`config.mk`:
```
export PLATFORM = sky130hd
export DESIGN_NAME = iris_frame_sequencer
export DESIGN_NICKNAME = d
export VERILOG_FILES = /design/src/rtl/iris_frame_sequencer.sv
export SDC_FILE = /design/constraint.sdc
export NUM_CORES = 1
export LEC_CHECK = 0
export ABC_AREA = 0
export BUFFER_PORTS_ARGS = -buffer_cell sky130_fd_sc_hd__buf_2
export CAP_MARGIN = 30
export CORE_MARGIN = 2
export CORE_UTILIZATION = 50
export DETAILED_ROUTE_END_ITERATION = 8
export PLACE_DENSITY_LB_ADDON = 0.15
export SLEW_MARGIN = 10
export SYNTH_ARGS = -nofsm -noshare
export SYNTH_HDL_FRONTEND = slang
export SYNTH_SLANG_ARGS = --single-unit
```
`constraint.sdc`:
```
create_clock -name clk -period 2 [get_ports clk]
set_input_delay 0.5 -clock clk [delete_from_list [all_inputs] [get_ports clk]]
set_output_delay 0.5 -clock clk [all_outputs]
set_load 0.02 [all_outputs]
```
`src/rtl/iris_frame_sequencer.sv`:
```
// Iris frame sequencer: quantizes a raw feature stream into 4-bit features,
// packs four of them into the classifier input vector, waits for the
// combinational classifier to settle, then returns the class with a frame tag.
module iris_frame_sequencer #(
    parameter int unsigned RAW_W  = 8,
    parameter int unsigned FEAT_W = 4,
    parameter int unsigned N_FEAT = 4,
    parameter int unsigned SETTLE = 2,
    parameter int unsigned TAG_W  = 8
) (
    input  logic             clk,
    input  logic             rst,
    input  logic             s_valid,
    output logic             s_ready,
    input  logic [RAW_W-1:0] s_data,
    input  logic             s_last,
    output logic [15:0]      feat_vec,
    input  logic [1:0]       cls_in,
    output logic             m_valid,
    input  logic             m_ready,
    output logic [1:0]       m_class,
    output logic [TAG_W-1:0] m_tag,
    output logic             err_frame
);

    localparam int unsigned SHIFT = RAW_W - FEAT_W;
    localparam int unsigned CNT_W = $clog2(N_FEAT);
    localparam logic [CNT_W-1:0] LAST_BEAT = CNT_W'(N_FEAT - 1);
    localparam logic [RAW_W:0] ROUND = (RAW_W + 1)'(1) << (SHIFT - 1);
    localparam logic [3:0] SETTLE_LOAD = 4'(SETTLE);

    typedef enum logic [1:0] {
        StCollect,
        StDrop,
        StSettle,
        StOutput
    } state_e;

    state_e             state_q, state_d;
    logic [CNT_W-1:0]   beat_q, beat_d;
    logic [15:0]        staging_q, staging_d;
    logic [15:0]        feat_q, feat_d;
    logic [3:0]         settle_q, settle_d;
    logic               m_valid_q, m_valid_d;
    logic [1:0]         m_class_q, m_class_d;
    logic [TAG_W-1:0]   m_tag_q, m_tag_d;
    logic [TAG_W-1:0]   tag_q, tag_d;
    logic               err_q, err_d;

    logic [RAW_W:0]     q_sum;
    logic [FEAT_W:0]    q_shift;
    logic [FEAT_W-1:0]  q_feat;
    logic               accept;

    // Round-half-up to FEAT_W bits, saturating at the all-ones code.
    always_comb begin
        q_sum   = {1'b0, s_data} + ROUND;
        q_shift = (FEAT_W + 1)'(q_sum >> SHIFT);
        q_feat  = q_shift[FEAT_W] ? {FEAT_W{1'b1}} : q_shift[FEAT_W-1:0];
    end

    // Input is only open while collecting or draining; held low during reset.
    always_comb begin
        s_ready = !rst && ((state_q == StCollect) || (state_q == StDrop));
        accept  = s_valid && s_ready;
    end

    // Next-state: frame assembly, settle countdown, result handshake.
    always_comb begin
        state_d   = state_q;
        beat_d    = beat_q;
        staging_d = staging_q;
        feat_d    = feat_q;
        settle_d  = settle_q;
        m_valid_d = m_valid_q;
        m_class_d = m_class_q;
        m_tag_d   = m_tag_q;
        tag_d     = tag_q;
        err_d     = 1'b0;
        unique case (state_q)
            StCollect: begin
                if (accept) begin
                    if (beat_q != LAST_BEAT) begin
                        if (s_last) begin
                            // Short frame: drop what was gathered so far.
                            err_d  = 1'b1;
                            beat_d = '0;
                        end else begin
                            staging_d[int'(beat_q)*FEAT_W +: FEAT_W] = q_feat;
                            beat_d = beat_q + 1'b1;
                        end
                    end else begin
                        beat_d = '0;
                        if (s_last) begin
                            // Commit the whole frame at once so the classifier
                            // never sees a partially updated vector.
                            feat_d = staging_q;
                            feat_d[(N_FEAT-1)*FEAT_W +: FEAT_W] = q_feat;
                            settle_d = SETTLE_LOAD;
                            state_d  = StSettle;
                        end else begin
                            err_d   = 1'b1;
                            state_d = StDrop;
                        end
                    end
                end
            end
            StDrop: begin
                if (accept && s_last) begin
                    state_d = StCollect;
                end
            end
            StSettle: begin
                if (settle_q <= 4'd1) begin
                    settle_d  = '0;
                    m_class_d = cls_in;
                    m_tag_d   = tag_q;
                    m_valid_d = 1'b1;
                    state_d   = StOutput;
                end else begin
                    settle_d = settle_q - 4'd1;
                end
            end
            StOutput: begin
                if (m_ready) begin
                    m_valid_d = 1'b0;
                    tag_d     = tag_q + 1'b1;
                    state_d   = StCollect;
                end
            end
            default: state_d = StCollect;
        endcase
    end

    // State and output registers, cleared asynchronously.
    always_ff @(posedge clk or posedge rst) begin
        if (rst) begin
            state_q   <= StCollect;
            beat_q    <= '0;
            staging_q <= '0;
            feat_q    <= '0;
            settle_q  <= '0;
            m_valid_q <= 1'b0;
            m_class_q <= '0;
            m_tag_q   <= '0;
            tag_q     <= '0;
            err_q     <= 1'b0;
        end else begin
            state_q   <= state_d;
            beat_q    <= beat_d;
            staging_q <= staging_d;
            feat_q    <= feat_d;
            settle_q  <= settle_d;
            m_valid_q <= m_valid_d;
            m_class_q <= m_class_d;
            m_tag_q   <= m_tag_d;
            tag_q     <= tag_d;
            err_q     <= err_d;
        end
    end

    assign feat_vec  = feat_q;
    assign m_valid   = m_valid_q;
    assign m_class   = m_class_q;
    assign m_tag     = m_tag_q;
    assign err_frame = err_q;

endmodule

```
# Yosys cells after proc, flatten, opt, wreduce, memory -nomap -nowiden
# Cells that the tools add are included.
# word_totals
ramBits,0
in_bits,15
wordCells,70
reg_bits,60
mem_bits_ro,0
latch_bits,0
n_memories,0
out_inout_bits,29
# classes
add_sub_neg,5
mul,0
bitwise_logic,2
n_lt_le_gt_ge,1
eq_ne,10
n_reduce_logical,16
div,0
shifts,2
mux,24
# ops
cell,n
negator 4 -> 34 bit,1
"variable shift 4 x 34 -> 16 bit, first input constant",1
indexed part select 4 x 34 -> 16 bit,1
two-way mux 4 bit,5
bitwise mux 16 bit,1
two-way mux 2 bit,8
"!= test 2 bit, second input constant",6
AND reduction 4 bit,3
"adder 8 x 4 -> 9 bit, second input constant",1
"adder 8 x 1 -> 8 bit, second input constant",1
case mux 2 bit (4 select lines),1
case mux 4 bit (2 select lines),1
two-way mux 1 bit,7
AND reduction 2 bit,3
AND reduction 5 bit,1
"== test 2 bit, second input constant",2
"less-or-equal comparator 4 x 1 -> 1 bit, second input constant",1
nonzero test 2 bit,2
"subtractor 4 x 1 -> 4 bit, second input constant",1
logical AND 1 bit,3
AND reduction 3 bit,1
"adder 2 x 1 -> 2 bit, second input constant",1
"== test 2 x 1 -> 1 bit, second input constant",1
zero test 2 bit,1
other kinds (5),6

# Longest topological paths before layout
# depth
word_depth,7
ltp_mapped,5
mapped_depth_nobuf,5

# Worst setup path before layout
# Ideal clock, no wire load.
# synth_path
kind,input to register
startpoint,input port rst
endpoint,register state_q[0]
path_buffers,0
required_ns,1.903
setup_slack_ns,-0.258
cell_stages,3
t_arrival_ns,2.161
path_cell_list,inv_1 > a41oi_1 > o31ai_1
# synth_between
elab_chain_cells,6
elab_cells_between_ends,7
cone_classes,eq/ne (2); reduce/logical (5)
# synth_lines
element,line_no,source
"start, declared",12,"input logic rst,"
zero test 1 bit (no source line) *,n/a,
logical AND 1 bit *,64,s_ready = !rst && ((state_q == StCollect) || (state_q == StDrop));
logical AND 1 bit *,65,accept = s_valid && s_ready;
logical AND 1 bit,109,if (accept && s_last) begin
!= test 2 x 1 -> 1 bit (no source line),n/a,
AND reduction 5 bit (no source line) *,n/a,
"end signal, assigned",138,state_q <= StCollect;
"end signal, assigned",149,state_q <= state_d;
"end, declared",39,"state_e state_q, state_d;"
# Mark *: on every way between the ends. The rest lies on a longest branch, timed or not.
# A chain may end at the register's enable or synchronous reset.

# Worst setup path after layout
# layout_path
startpoint,register beat_q[0]
endpoint,"register feat_q[8], in the netlist feat_vec[8]"
# layout_between
elab_chain_cells,3
# layout_lines
element,line_no,source
"start, declared",40,"logic [CNT_W-1:0] beat_q, beat_d;"
"start signal, assigned",150,beat_q <= beat_d;
!= test 2 bit,83,if (beat_q != LAST_BEAT) begin
NOT 1 bit (no source line),n/a,
AND reduction 4 bit (no source line),n/a,
"end signal, assigned",152,feat_q <= feat_d;
"end, declared",42,"logic [15:0] feat_q, feat_d;"
# Every way passes these cells.

==> flow_summary.json <==
{
  "p_comb_frac": 0.297,
  "avgSynthCellArea_um2": 13.2,
  "cts_tree": "built",
  "synthTopCellsByArea": "dfrtp_1 56%, mux2_2 7.6%, ha_1 4.5%",
  "post_cts.repair.setup_buffers": 0,
  "p_leak_uw": 0.00151,
  "maxCapViolations": 0,
  "synth_cells": 190,
  "drtIter0Drc": 94,
  "numCtsBuffers": 5,
  "cp-end-kind": "register",
  "regArea_mm2": 0.00140,
  "outcome": "finished, final reports clean",
  "via_count": 1619,
  "synth_mux_area_frac": 0.134,
  "diodes": 0,
  "clk_pin_slew_worst_paths_ps": 100,
  "htree_levels": 2,
  "grt_use_total": 0.170,
  "reg2reg_depth": 4,
  "cpMostUsedCell": "ha_1",
  "grt_pass1_vias": 1519,
  "first_pass_iters": 4,
  "die-width_um": 74.8,
  "final_layout_size_suffix_gt1_frac": 0.340,
  "required_ps": 2200,
  "drv_slew": 0,
  "p_switching_uw": 1110,
  "core_region_area_mm2": 0.00479,
  "worst_slew_pin_slew_ps": 687,
  "worstReg2RegEnd": "feat_vec[8]",
  "place.port_buffers": 40,
  "yosys.area_share.simple": 0.111,
  "detail_route.wl_per_cell_um": 14.1,
  "fin_crit_sh": 0.882,
  "synth-edff-count": 0,
  "crit_fanout": 13,
  "yosysMostFrequentCell": "dfrtp_1",
  "setup_tns_ps": 0,
  "synthesis.area_mm2": 0.00251,
  "grt_max_degree": 57,
  "insertion_delay_ps": 310,
  "p_sw_frac": 0.344,
  "synth_adder_area_share": 0.0449,
  "initial_core_util": 0.524,
  "synth-compound-area-share": 0.0983,
  "netlist.area_leader.share": 0.559,
  "ir_drop_v": 0.000712,
  "postLayoutCoreUtil": 0.604,
  "cp_slowest_cell": "dfrtp_1",
  "crit_arrival_ps": 1970,
  "vias_per_cell": 5.31,
  "synth_xor_area_frac": 0.0245,
  "min_path_type": "input pin to register",
  "antenna_left": 0,
  "ys_seq_area_frac": 0.559,
  "synth_ff_type": "dfrtp_1",
  "power.density_mw_per_mm2": 1120,
  "ctsHoldBuffers": 0,
  "cts_root_buf": "clkbuf_8",
  "nFillCells": 406,
  "rsz0062_at_grt": "no",
  "die_y_um": 74.8,
  "ys_seq_elements": 56,
  "hpwlAfterDp_um": 3020,
  "cpPeakStageDelay_ps": 450,
  "drc": 0,
  "grt_pass1_wl_um": 7180,
  "synth_top_family_by_area": "multiplexers",
  "reg2reg_slack_ps": 240,
  "startpoint_type": "register",
  "synth_warnings": 0,
  "clkPwrFrac": 0.199,
  "final_nets": 261,
  "fin_crit_ps": 1760,
  "die_area_mm2": 0.00560,
  "yosys.area.top_type": "dfrtp_1",
  "rows": 25,
  "antenna_found_initial": 0,
  "cp_cell_sequence": "ha_1 > ha_1 > nand2_2 > mux2_2",
  "async_flop_share": 1.00,
  "crit_path_end": "feat_vec[8]",
  "ys_types": 43,
  "internal-power_uw": 2120,
  "setup-violations-final": 0,
  "fmax_ghz": 0.567,
  "yosys-top-cells-count": "56 x dfrtp_1, 17 x mux2_2, 12 x o2bb2ai_1",
  "max-slew-margin-rel": 0.542,
  "finalWirelength_um": 4300,
  "hold_depth": 2,
  "path_class": "register to register",
  "routabilityCongestion": 0.709,
  "clock_path_buffers": 2,
  "clock_skew_ps": 10.9,
  "multiInputGateArea_mm2": 0.00104,
  "overflow": 0,
  "cp-startpoint": "beat_q[0]",
  "final-hold-violation-count": 0,
  "seqPwrFrac": 0.504,
  "areaGrowthSynthToFinish_pct": 15.2,
  "syn-num-nets": 214,
  "ctsResizeCount": 0,
  "rr_startpoint": "beat_q[0]",
  "clkSinkCount": 56,
  "pin_count": 44
}
cell type report:
type | count | share of cell area
clock buffer | 6 | 0.0286
clock inverter | 2 | 0.00476
inverter | 10 | 0.0143
multi-input combinational | 120 | 0.359
sequential | 56 | 0.485
tap | 67 | 0.0290
timing repair buffer | 44 | 0.0797
worst max-delay path: cells and delay by family (launching register included):
family | cells | cell delay, ps
mux | 1 | 380
simple gates | 1 | 320
fa+ha+maj | 2 | 500
flops | 1 | 450
stage by stage:
stage	setup WS (ps)	instance area (um2)	power (uW)	std cells	hold slack, ps
floorplan	110	2510	2340	190	438
global route	144	2890	3460	305	412
finish	237	2890	3230	305	419
detailed placement	231	2790	2630	297	457
global placement	256	2790	2590	297	459
CTS	214	2890	3280	305	412
worst min-delay path by stage:
stage              start          to  slack [ps]
6_report         m_ready  state_q[1]         420
5_1_grt        cls_in[1]  m_class[1]         410
4_1_cts          m_ready  state_q[1]         410
3_5_place_dp    tag_q[7]    tag_q[7]         460
3_3_place_gp    tag_q[7]    tag_q[7]         460
2_1_floorplan   tag_q[7]    tag_q[7]         440
power by group through the flow:
stage	Sequential [uW]	Combinational [uW]	Clock [uW]
global route	1670	1070	720
finish	1630	960	642
global placement	1640	947	0
floorplan	1720	625	0
detailed placement	1650	976	0
CTS	1630	977	669
placed cells by master (no fill, tap or decap), types with 3 or more instances in the layout:
cell	netlist	layout
mux2_2	17	17
ha_1	9	9
o2bb2ai_1	12	12
nor2_1	7	7
mux2_4	7	7
nand2_1	4	4
dfrtp_1	56	56
nand3_1	9	9
xnor2_1	3	3
buf_4	0	4
buf_2	2	40
inv_1	10	9
a31oi_1	3	3
o21ai_0	3	3
nand4_1	5	5
mux2i_1	4	4
clkbuf_8	0	6
xor2_1	4	4
state kept, by name, indices dropped and copies added (netlist names):
signal	cells
beat_q	2
err_frame	1
m_class	2
settle_q	4
m_valid	1
state_q	2
feat_vec	16
staging_q	12
tag_q	8
m_tag	8
kinds of logic after synthesis:
kind of cell,after synthesis
flops,56
simple gates,45
compound gates,31
mux,28
buf+inv,14
fa+ha+maj,9
xor+xnor,7
routing by layer:
layer	track usage	up-vias	routed length [um]	share of wire
li1	-	787	-	-
met1	0.233	784	2080	0.48
met2	0.271	41	1950	0.45
met3	0.0455	7	203	0.047
met4	0.0476	0	68	0.016
met5	0	-	0	0
(Power assumes the default switching activity.)
